$ cat src/rtl/comfort_pkg.sv
// Shared types and default thresholds for the comfort scheduler.
package comfort_pkg;

  localparam int DEF_SEN_W       = 6;
  localparam int DEF_T_COLD      = 15;
  localparam int DEF_T_HOT       = 30;
  localparam int DEF_HYST        = 2;
  localparam int DEF_LUME_DARK   = 15;
  localparam int DEF_VACANCY_CYC = 8;
  localparam int DEF_MIN_ON      = 4;
  localparam int DEF_DEAD_CYC    = 2;

  typedef enum logic [1:0] {
    IDLE = 2'd0,
    HEAT = 2'd1,
    COOL = 2'd2,
    DEAD = 2'd3
  } clim_state_t;

  function automatic int max_int(input int a, input int b);
    return (a > b) ? a : b;
  endfunction

endpackage

$ cat src/rtl/occupancy_timer.sv
// Retriggerable occupancy hold-off: occupied stays high VACANCY_CYC cycles after the last motion sample.
module occupancy_timer
  import comfort_pkg::*;
#(
  parameter int VACANCY_CYC = DEF_VACANCY_CYC
) (
  input  logic clk,
  input  logic reset,
  input  logic motion_sen,
  output logic occupied
);

  localparam int CW = $clog2(VACANCY_CYC + 1);

  logic [CW-1:0] occ_cnt_q, occ_cnt_d;

  always_comb begin
    occ_cnt_d = occ_cnt_q;
    if (motion_sen)               occ_cnt_d = CW'(VACANCY_CYC);
    else if (occ_cnt_q != '0)     occ_cnt_d = occ_cnt_q - 1'b1;
  end

  always_ff @(posedge clk) begin
    if (reset) occ_cnt_q <= '0;
    else       occ_cnt_q <= occ_cnt_d;
  end

  assign occupied = (occ_cnt_q != '0);

endmodule

$ cat src/rtl/comfort_scheduler.sv
// Comfort actuator sequencer: occupancy gating, hysteresis thermostat with
// min-on / dead-time interlock, and hysteretic light control.
module comfort_scheduler
  import comfort_pkg::*;
#(
  parameter int SEN_W       = DEF_SEN_W,
  parameter int T_COLD      = DEF_T_COLD,
  parameter int T_HOT       = DEF_T_HOT,
  parameter int HYST        = DEF_HYST,
  parameter int LUME_DARK   = DEF_LUME_DARK,
  parameter int VACANCY_CYC = DEF_VACANCY_CYC,
  parameter int MIN_ON      = DEF_MIN_ON,
  parameter int DEAD_CYC    = DEF_DEAD_CYC
) (
  input  logic             clk,
  input  logic             reset,
  input  logic             motion_sen,
  input  logic [SEN_W-1:0] temp_sen,
  input  logic [SEN_W-1:0] lume_sen,
  output logic             heater,
  output logic             cooler,
  output logic             light_high,
  output logic             occupied,
  output logic [1:0]       clim_state
);

  localparam int HW = $clog2(max_int(MIN_ON, DEAD_CYC) + 1);

  localparam logic [SEN_W-1:0] TC_ON   = SEN_W'(T_COLD);
  localparam logic [SEN_W-1:0] TC_OFF  = SEN_W'(T_COLD + HYST);
  localparam logic [SEN_W-1:0] TH_ON   = SEN_W'(T_HOT);
  localparam logic [SEN_W-1:0] TH_OFF  = SEN_W'(T_HOT - HYST);
  localparam logic [SEN_W-1:0] LD_ON   = SEN_W'(LUME_DARK);
  localparam logic [SEN_W-1:0] LD_OFF  = SEN_W'(LUME_DARK + HYST);

  // Band edges must be representable, otherwise the hysteresis silently wraps.
  if (T_COLD + HYST >= (1 << SEN_W) || LUME_DARK + HYST >= (1 << SEN_W) ||
      T_HOT >= (1 << SEN_W) || T_HOT < HYST || T_HOT <= T_COLD + HYST) begin : g_bad_thresh
    $error("comfort_scheduler: threshold/hysteresis configuration out of range");
  end
  if (VACANCY_CYC < 1 || MIN_ON < 1 || DEAD_CYC < 1) begin : g_bad_timing
    $error("comfort_scheduler: VACANCY_CYC, MIN_ON and DEAD_CYC must be >= 1");
  end

  clim_state_t   state_q;
  logic [HW-1:0] hold_q;
  logic          light_q, light_d;

  occupancy_timer #(.VACANCY_CYC(VACANCY_CYC)) u_occ (
    .clk        (clk),
    .reset      (reset),
    .motion_sen (motion_sen),
    .occupied   (occupied)
  );

  // Decisions use the pre-edge occupied flag, so motion shows up on heater two edges later.
  always_ff @(posedge clk) begin
    if (reset) begin
      state_q <= IDLE;
      hold_q  <= '0;
    end else begin
      unique case (state_q)
        IDLE: begin
          if (occupied && temp_sen < TC_ON) begin
            state_q <= HEAT;
            hold_q  <= HW'(MIN_ON - 1);
          end else if (occupied && temp_sen > TH_ON) begin
            state_q <= COOL;
            hold_q  <= HW'(MIN_ON - 1);
          end
        end
        HEAT: begin
          if (hold_q != '0) begin
            hold_q <= hold_q - 1'b1;
          end else if (temp_sen >= TC_OFF || !occupied) begin
            state_q <= DEAD;
            hold_q  <= HW'(DEAD_CYC - 1);
          end
        end
        COOL: begin
          if (hold_q != '0) begin
            hold_q <= hold_q - 1'b1;
          end else if (temp_sen <= TH_OFF || !occupied) begin
            state_q <= DEAD;
            hold_q  <= HW'(DEAD_CYC - 1);
          end
        end
        DEAD: begin
          if (hold_q != '0) hold_q  <= hold_q - 1'b1;
          else              state_q <= IDLE;
        end
        default: begin
          state_q <= IDLE;
          hold_q  <= '0;
        end
      endcase
    end
  end

  always_comb begin
    light_d = light_q;
    if (!occupied || lume_sen >= LD_OFF) light_d = 1'b0;
    else if (lume_sen < LD_ON)           light_d = 1'b1;
  end

  always_ff @(posedge clk) begin
    if (reset) light_q <= 1'b0;
    else       light_q <= light_d;
  end

  assign heater     = (state_q == HEAT);
  assign cooler     = (state_q == COOL);
  assign light_high = light_q;
  assign clim_state = state_q;

endmodule

$ cat config.mk
export PLATFORM = sky130hd
export DESIGN_NAME = comfort_scheduler
export DESIGN_NICKNAME = d
export VERILOG_FILES = /design/src/rtl/comfort_pkg.sv /design/src/rtl/occupancy_timer.sv /design/src/rtl/comfort_scheduler.sv
export SDC_FILE = /design/constraint.sdc
export NUM_CORES = 1
export LEC_CHECK = 0
export BUFFER_PORTS_ARGS = -buffer_cell sky130_fd_sc_hd__buf_2
export CORE_MARGIN = 2
export CORE_UTILIZATION = 45
export DETAILED_ROUTE_END_ITERATION = 12
export HOLD_SLACK_MARGIN = 0.08
export PLACE_DENSITY = 0.75
export SLEW_MARGIN = 10
export SYNTH_ARGS = -nofsm -noshare
export SYNTH_HDL_FRONTEND = slang
export SYNTH_SLANG_ARGS = --single-unit
$ cat constraint.sdc
create_clock -name clk -period 3.3 [get_ports clk]
set_clock_uncertainty 0.15 [all_clocks]
set_input_delay 0 -clock clk [delete_from_list [all_inputs] [get_ports clk]]
set_output_delay 0 -clock clk [all_outputs]
set_load 0.02 [all_outputs]
==> reports/summary.txt, run 1 <==
Status -> finished, final reports clean
Leak Pwr -> 0.445 nW
Slew HR -> 64.8%
Routed Antenna Nets -> 0
Global-route wire length before repair -> 2750 um
CTS buffer count -> 3
Critical Path Max Stage Delay -> 380 ps
CORE AREA -> 0.00156 mm2
VDD IR max -> 0.304 mV
CTS Sinks -> 10
Multi-input logic area -> 528 um2
Die width -> 45.3 um
Setup_tns -> 0 ps
CTS H-Tree Depth -> 1
I/O pins -> 21
Pins Over Slew Limit -> 0
Top cell type by total area after synthesis -> dfxtp_1
Die area -> 0.00205 mm2
Sequential cell area -> 200 um2
Critical Path AT -> 2240 ps
FF-to-FF End -> clim_state[1]$_SDFFE_PP0P_
Post-CTS setup buffer count -> 0
Worst Hold Class -> in2reg
Startpoint class of the critical path -> flip-flop
Final Cycle Share -> 68.1%
Synth top area cells -> dfxtp_1 26%, ha_1 15%, nor2_1 5.4%
Pwr Total -> 0.653 mW
Tightest Pin Transition -> 521 ps
Root Driver -> clkbuf_4
Synth Register Bits -> 10
Cell chain of the critical path -> inv_1 -> ha_1 -> nor3b_4 -> and4bb_1 -> nor2_1 -> and3_1 -> mux2_1
Clock latency on the worst-skew pair -> 260 ps
Final hold viol count -> 0
Gate power share -> 57.1%
Synth Flop Type -> dfxtp_1
R2r setup slk -> 1050 ps
Largest net degree at the start of global routing -> 12
Final Setup Violations -> 0
Gr usage total -> 18.4%
Average wire per standard cell -> 12.3 um
Longest Clk Path Bufs -> 2
GRT overflow -> 0
Distinct cells, synth -> 32
DR DRC count -> 0
Largest delay share family, worst path -> simple AND/OR/NAND/NOR gates
Via density -> 5.60
Post-synth top area share -> 26.1%
Final Critical Period -> 2250 ps
P&R area growth vs syn -> 26.5%
DRT Pass-1 Iters -> 4
Synthesized area -> 766 um2
Routed wire length -> 1610 um
Switching share of power -> 42.3%
Hold path depth -> 5
Drt initial violations -> 10
Starting Density -> 49.1%
Pwr dens -> 674 mW/mm2
Seq/Total Area, Yosys -> 26.1%
Buf/Inv on CP -> 1
Clock power share -> 16.5%
Diode count -> 0
Synth Instances -> 87
Syn nets -> 111
Share of cells above drive strength 1 -> 25.2%
Seq pwr share -> 26.4%
Dpl hpwl -> 1300 um
Worst path slowest cell -> nor3b_4
Layout net count -> 140
Max Freq -> 445 MHz
Filler cells -> 145
Via count -> 734
Worst-path clk slew -> 70 ps
Row Count -> 14
Req. time, crit path -> 3290 ps
Crit-path max FO -> 8
Post-synth EDFFs -> 0
Hold EP -> clim_state[0]$_SDFFE_PP0P_
GPL Wtd Cong -> 0.817
Max-cap violations -> 0
Switching power -> 0.276 mW
Worst r2r src -> u_occ.occ_cnt_q[0]$_SDFFE_PP0P_
FFs w/ async S/R, synth -> 0%
Nature of the critical path endpoint -> flip-flop
Number of global-route vias before repair -> 705
Syn Area/Cell -> 8.80 um2
I/O Buffers -> 20
Initial antenna violation count -> 0
Hold Path Origin -> temp_sen[4]
R2R cell count -> 7
RSZ-0062 raised after global routing -> no
Warnings from Yosys -> 0
TritonCTS clock tree -> built
Die Y -> 45.3 um
Setup Crit Path Kind -> reg2reg
P_int -> 0.376 mW
[what timing repair did]
| item | 4_1_cts | 5_1_grt |
|---|---|---|
| hold endpoints to repair | 10 | 0 |
| gates resized for setup | 0 | 0 |
| endpoints found under the setup margin | 0 | 0 |
| hold buffers | 5 | 0 |
[worst min-delay path, cell delays in order]
cell      delay [ps]
buf_2            120
nor2_1            40
and4_1           200
a21oi_1          130
a211oi_1          90
[final cells by class]
class / count / area share (%)
clock buffer: 4 / 3.75
inverter: 9 / 3.49
multi-input combinational: 67 / 54.5
sequential: 10 / 20.7
tap: 16 / 2.07
timing repair buffer: 25 / 15.5
[synth_stat cells, types with 2 or more instances]
master,count
dfxtp_1,10
a21oi_1,7
a211oi_2,3
a211oi_1,2
a31oi_1,2
nor4b_1,2
inv_1,9
xnor2_1,2
a2111oi_0,2
nor2_1,11
nor3_1,6
nand2b_1,2
o41ai_1,2
ha_1,9
[power by group through the flow]
stage	sequential, mW	clock [mW]	combinational (mW)
final	0.172	0.108	0.373
after global routing	0.177	0.118	0.421
after CTS	0.172	0.114	0.378
after detailed placement	0.175	0	0.372
after global placement	0.173	0	0.364
after floorplan	0.180	0	0.283
[cells by family after synthesis]
kind of cell             synth area share, %
AO/OA/AOI/OAI                           23.5
adder cells (fa/ha/maj)                 14.7
XOR/XNOR                                2.29
flip-flops                              26.1
buffers and inverters                   4.90
AND/OR/NAND/NOR                         25.7
multiplexers                            2.78
[worst max path at each step]
| stage | startpoint | end | slack, ps | cells after the start |
|---|---|---|---|---|
| final | u_occ.occ_cnt_q[0]$_SDFFE_PP0P_ | clim_state[1]$_SDFFE_PP0P_ | 1050 | 7 |
| after global routing | u_occ.occ_cnt_q[0]$_SDFFE_PP0P_ | clim_state[1]$_SDFFE_PP0P_ | 930 | 7 |
| after CTS | u_occ.occ_cnt_q[0]$_SDFFE_PP0P_ | clim_state[1]$_SDFFE_PP0P_ | 1060 | 7 |
| after detailed placement | u_occ.occ_cnt_q[0]$_SDFFE_PP0P_ | clim_state[1]$_SDFFE_PP0P_ | 1080 | 7 |
| after global placement | u_occ.occ_cnt_q[0]$_SDFFE_PP0P_ | clim_state[1]$_SDFFE_PP0P_ | 1080 | 7 |
| after floorplan | clim_state[0]$_SDFFE_PP0P_ | clim_state[1]$_SDFFE_PP0P_ | 1130 | 6 |
[routing by layer]
| layer | wire length [um] | GRT usage [%] | vias up |
|---|---|---|---|
| met5 | 0 | 0 | - |
| met3 | 70 | 2.80 | 2 |
| met1 | 700 | 20.4 | 328 |
| met2 | 825 | 33.7 | 20 |
| met4 | 9 | 8.82 | 0 |
| li1 | - | - | 384 |
[state kept, by name, indices dropped and copies added, names as in the netlist]
name,flops
light_high,1
u_occ.occ_cnt_q,4
hold_q,3
clim_state,2
[per-stage QoR]
stage | std cells | setup WS [ps] | utilization [%] | area (um2) | hold WS, ps
after floorplan | 87 | 1130 | - | 766 | -73.8
after global placement | 122 | 1080 | 56.6 | 882 | 70.5
after detailed placement | 122 | 1080 | 56.6 | 882 | 69.4
after CTS | 131 | 1060 | 62.1 | 968 | 217
after global routing | 131 | 931 | 62.1 | 968 | 249
final | 131 | 1050 | 62.1 | 968 | 221
[placed cells by master, fill, tap and decap left out, types with 2 or more instances in the layout]
cell type | Yosys | routed
buf_2 | 0 | 20
nor2_1 | 11 | 11
dfxtp_1 | 10 | 10
inv_1 | 9 | 9
ha_1 | 9 | 9
a21oi_1 | 7 | 7
nor3_1 | 6 | 6
dlygate4sd3_1 | 0 | 5
a211oi_2 | 3 | 3
clkbuf_4 | 0 | 3
nor4b_1 | 2 | 2
nand2b_1 | 2 | 2
a31oi_1 | 2 | 2
o41ai_1 | 2 | 2
a2111oi_0 | 2 | 2
xnor2_1 | 2 | 2
a211oi_1 | 2 | 2
Note: power is estimated with default switching activity, not from simulation.
==> run 2, diff against run 1 <==
- PLACE_DENSITY: 0.75 -> 0.78
- clock period: 3.3 -> 1.9 ns (I/O delays scaled with it)
==> run 2 against run 1 <==
The flow now finishes with violations (negative setup slack). Combinational power is 130% higher. Core utilization is 10 points higher. Sequential share of layout area is 2.0 points lower. Clock-buffer cell count stayed put. Final cell count is 9.9% higher. Power is 110% higher. Hold slack better by 10 ps. Sequential cell count stayed put. Largest cell class unchanged. Clock power is 74% higher. Non-clock buffer count is 13 higher. First-iteration DRC count is 70% higher. Fmax is 17% higher. Highest routed layer unchanged.
==> reports/summary.txt, run 2 (same netlist as run 1, synthesis figures left out) <==
Dpl hpwl -> 1410 um
DR DRC count -> 0
GRT overflow -> 0
Hold slack -> 232 ps
Leak Pwr -> 0.508 nW
Die area -> 0.00205 mm2
Worst slack, placed -> -54.8 ps
Critical Path Max Stage Delay -> 330 ps
Tightest Pin Transition -> 336 ps
Largest delay share family, worst path -> simple AND/OR/NAND/NOR gates
VDD IR max -> 0.681 mV
Final Cycle Share -> 101%
Placed cell count -> 128
Fin worst setup slack -> -12.9 ps
DR WL met3 -> 87 um
Routed wire length -> 1980 um
Layout net count -> 153
Final Critical Period -> 1910 ps
Row Count -> 14
Final hold viol count -> 0
Dpl cell area -> 951 um2
I/O pins -> 21
Die Y -> 45.3 um
Post-Layout Cell Count -> 144
Status -> finished with violations
DRT Pass-1 Iters -> 5
Pins Over Slew Limit -> 0
Via density -> 5.67
Share of cells above drive strength 1 -> 45.3%
Met1 wire length -> 862 um
Worst-path clk slew -> 70 ps
Gr usage total -> 22.4%
Max-cap violations -> 0
Reg with most FFs -> u_occ.occ_cnt_q
Final Setup Violations -> 1
Longest Clk Path Bufs -> 2
TritonCTS clock tree -> built
CTS H-Tree Depth -> 1
Setup Crit Path Kind -> reg2reg
Worst Hold Class -> in2reg
Wire length on met2 -> 998 um
Worst path slowest cell -> dfxtp_2
P&R area growth vs syn -> 47.1%
RSZ-0062 raised after global routing -> yes
CORE AREA -> 0.00156 mm2
Max reg flops -> 4
Max Freq -> 523 MHz
Root Driver -> clkbuf_4
Via count -> 816
Slew HR -> 77.3%
Starting Density -> 49.1%
Number of global-route vias before repair -> 840
Clock latency on the worst-skew pair -> 260 ps
Pwr dens -> 1220 mW/mm2
GPL Wtd Cong -> 0.870
Failing checks -> negative setup slack
Nature of the critical path endpoint -> flip-flop
Startpoint class of the critical path -> flip-flop
Core Util, Final -> 72.2%
Die width -> 45.3 um
Buf/Inv on CP -> 2
Crit-path max FO -> 4
Final instance area -> 0.00113 mm2
Global-route wire length before repair -> 3340 um
Most common cell after layout, fill and taps aside -> buf_2
Initial antenna violation count -> 0
Critical Path AT -> 1910 ps
CTS buffer count -> 3
Routed Antenna Nets -> 0
Drt initial violations -> 17
Most frequent cells in the layout -> 20 x buf_2, 11 x buf_4, 10 x nor2_1
Diode count -> 0
CTS Sinks -> 10
Largest net degree at the start of global routing -> 12
Top Layer Used -> met4
Req. time, crit path -> 1900 ps
I/O Buffers -> 20
Average wire per standard cell -> 13.8 um
Cell chain of the critical path -> inv_2 -> ha_4 -> nor3b_4 -> buf_4 -> a211oi_2 -> and3_4 -> mux2_4
==> run 2: cell types whose count changed in the layout (fill, tap and decap cells not counted), sizes merged <==
cell         delta
buf            +11
dlygate4sd3     +2
==> run 2: power by group <==
part | total (mW) | switching [mW] | internal (mW)
Sequential | 0.314 | 0.0470 | 0.267
Clock | 0.188 | 0.0720 | 0.116
Combinational | 0.874 | 0.447 | 0.427
==> run 2: worst reg2reg max path, cell delays in order, from the launching register on <==
cell and delay [ps]:
dfxtp_2 330, inv_2 50, ha_4 150, nor3b_4 150, buf_4 140, a211oi_2 290
and3_4 240, mux2_4 290
==> run 2: path summary, 6_finish.rpt <==
check	from	end	slack (ps)	depth (start not counted)
worst min-delay path	temp_sen[4]	clim_state[0]$_SDFFE_PP0P_	230	5
worst max register to register	u_occ.occ_cnt_q[0]$_SDFFE_PP0P_	clim_state[1]$_SDFFE_PP0P_	-10	7
worst min register to register	light_high$_SDFFE_PP0N_	light_high$_SDFFE_PP0N_	350	1
worst max-delay path	u_occ.occ_cnt_q[0]$_SDFFE_PP0P_	clim_state[1]$_SDFFE_PP0P_	-10	7
==> run 2: repair_timing <==
| action | CTS | global route |
|---|---|---|
| cloned | 0 | 0 |
| hold buffers | 7 | 0 |
| pin swaps | 3 | 2 |
| endpoints found under the hold margin | 10 | 0 |
| endpoints found under the setup margin | 3 | 6 |
| buffers inserted | 5 | 0 |
| resized for setup | 7 | 3 |
==> run 2: cell type report <==
| cell class | count | area (um2) |
|---|---|---|
| Tap cell | 16 | 20.0 |
| Timing Repair Buffer | 38 | 253 |
| Multi-Input combinational cell | 67 | 573 |
| Sequential cell | 10 | 210 |
| Inverter | 9 | 33.8 |
| Clock buffer | 4 | 36.3 |
| Fill cell | 124 | 433 |
==> run 2: layer usage <==
| metal | vias up | GRT usage (%) |
|---|---|---|
| li1 | 409 | - |
| met2 | 31 | 40.9 |
| met5 | - | 0 |
| met1 | 372 | 24.1 |
| met4 | 0 | 14.1 |
| met3 | 4 | 2.80 |
==> run 2: metrics by stage <==
step                setup TNS [ps]  power (mW)
floorplan                    -15.2       0.829
global placement             -50.1        1.02
detailed placement           -96.6        1.04
CTS                          -27.8        1.34
global route                  -403        1.49
finish                       -12.9        1.38
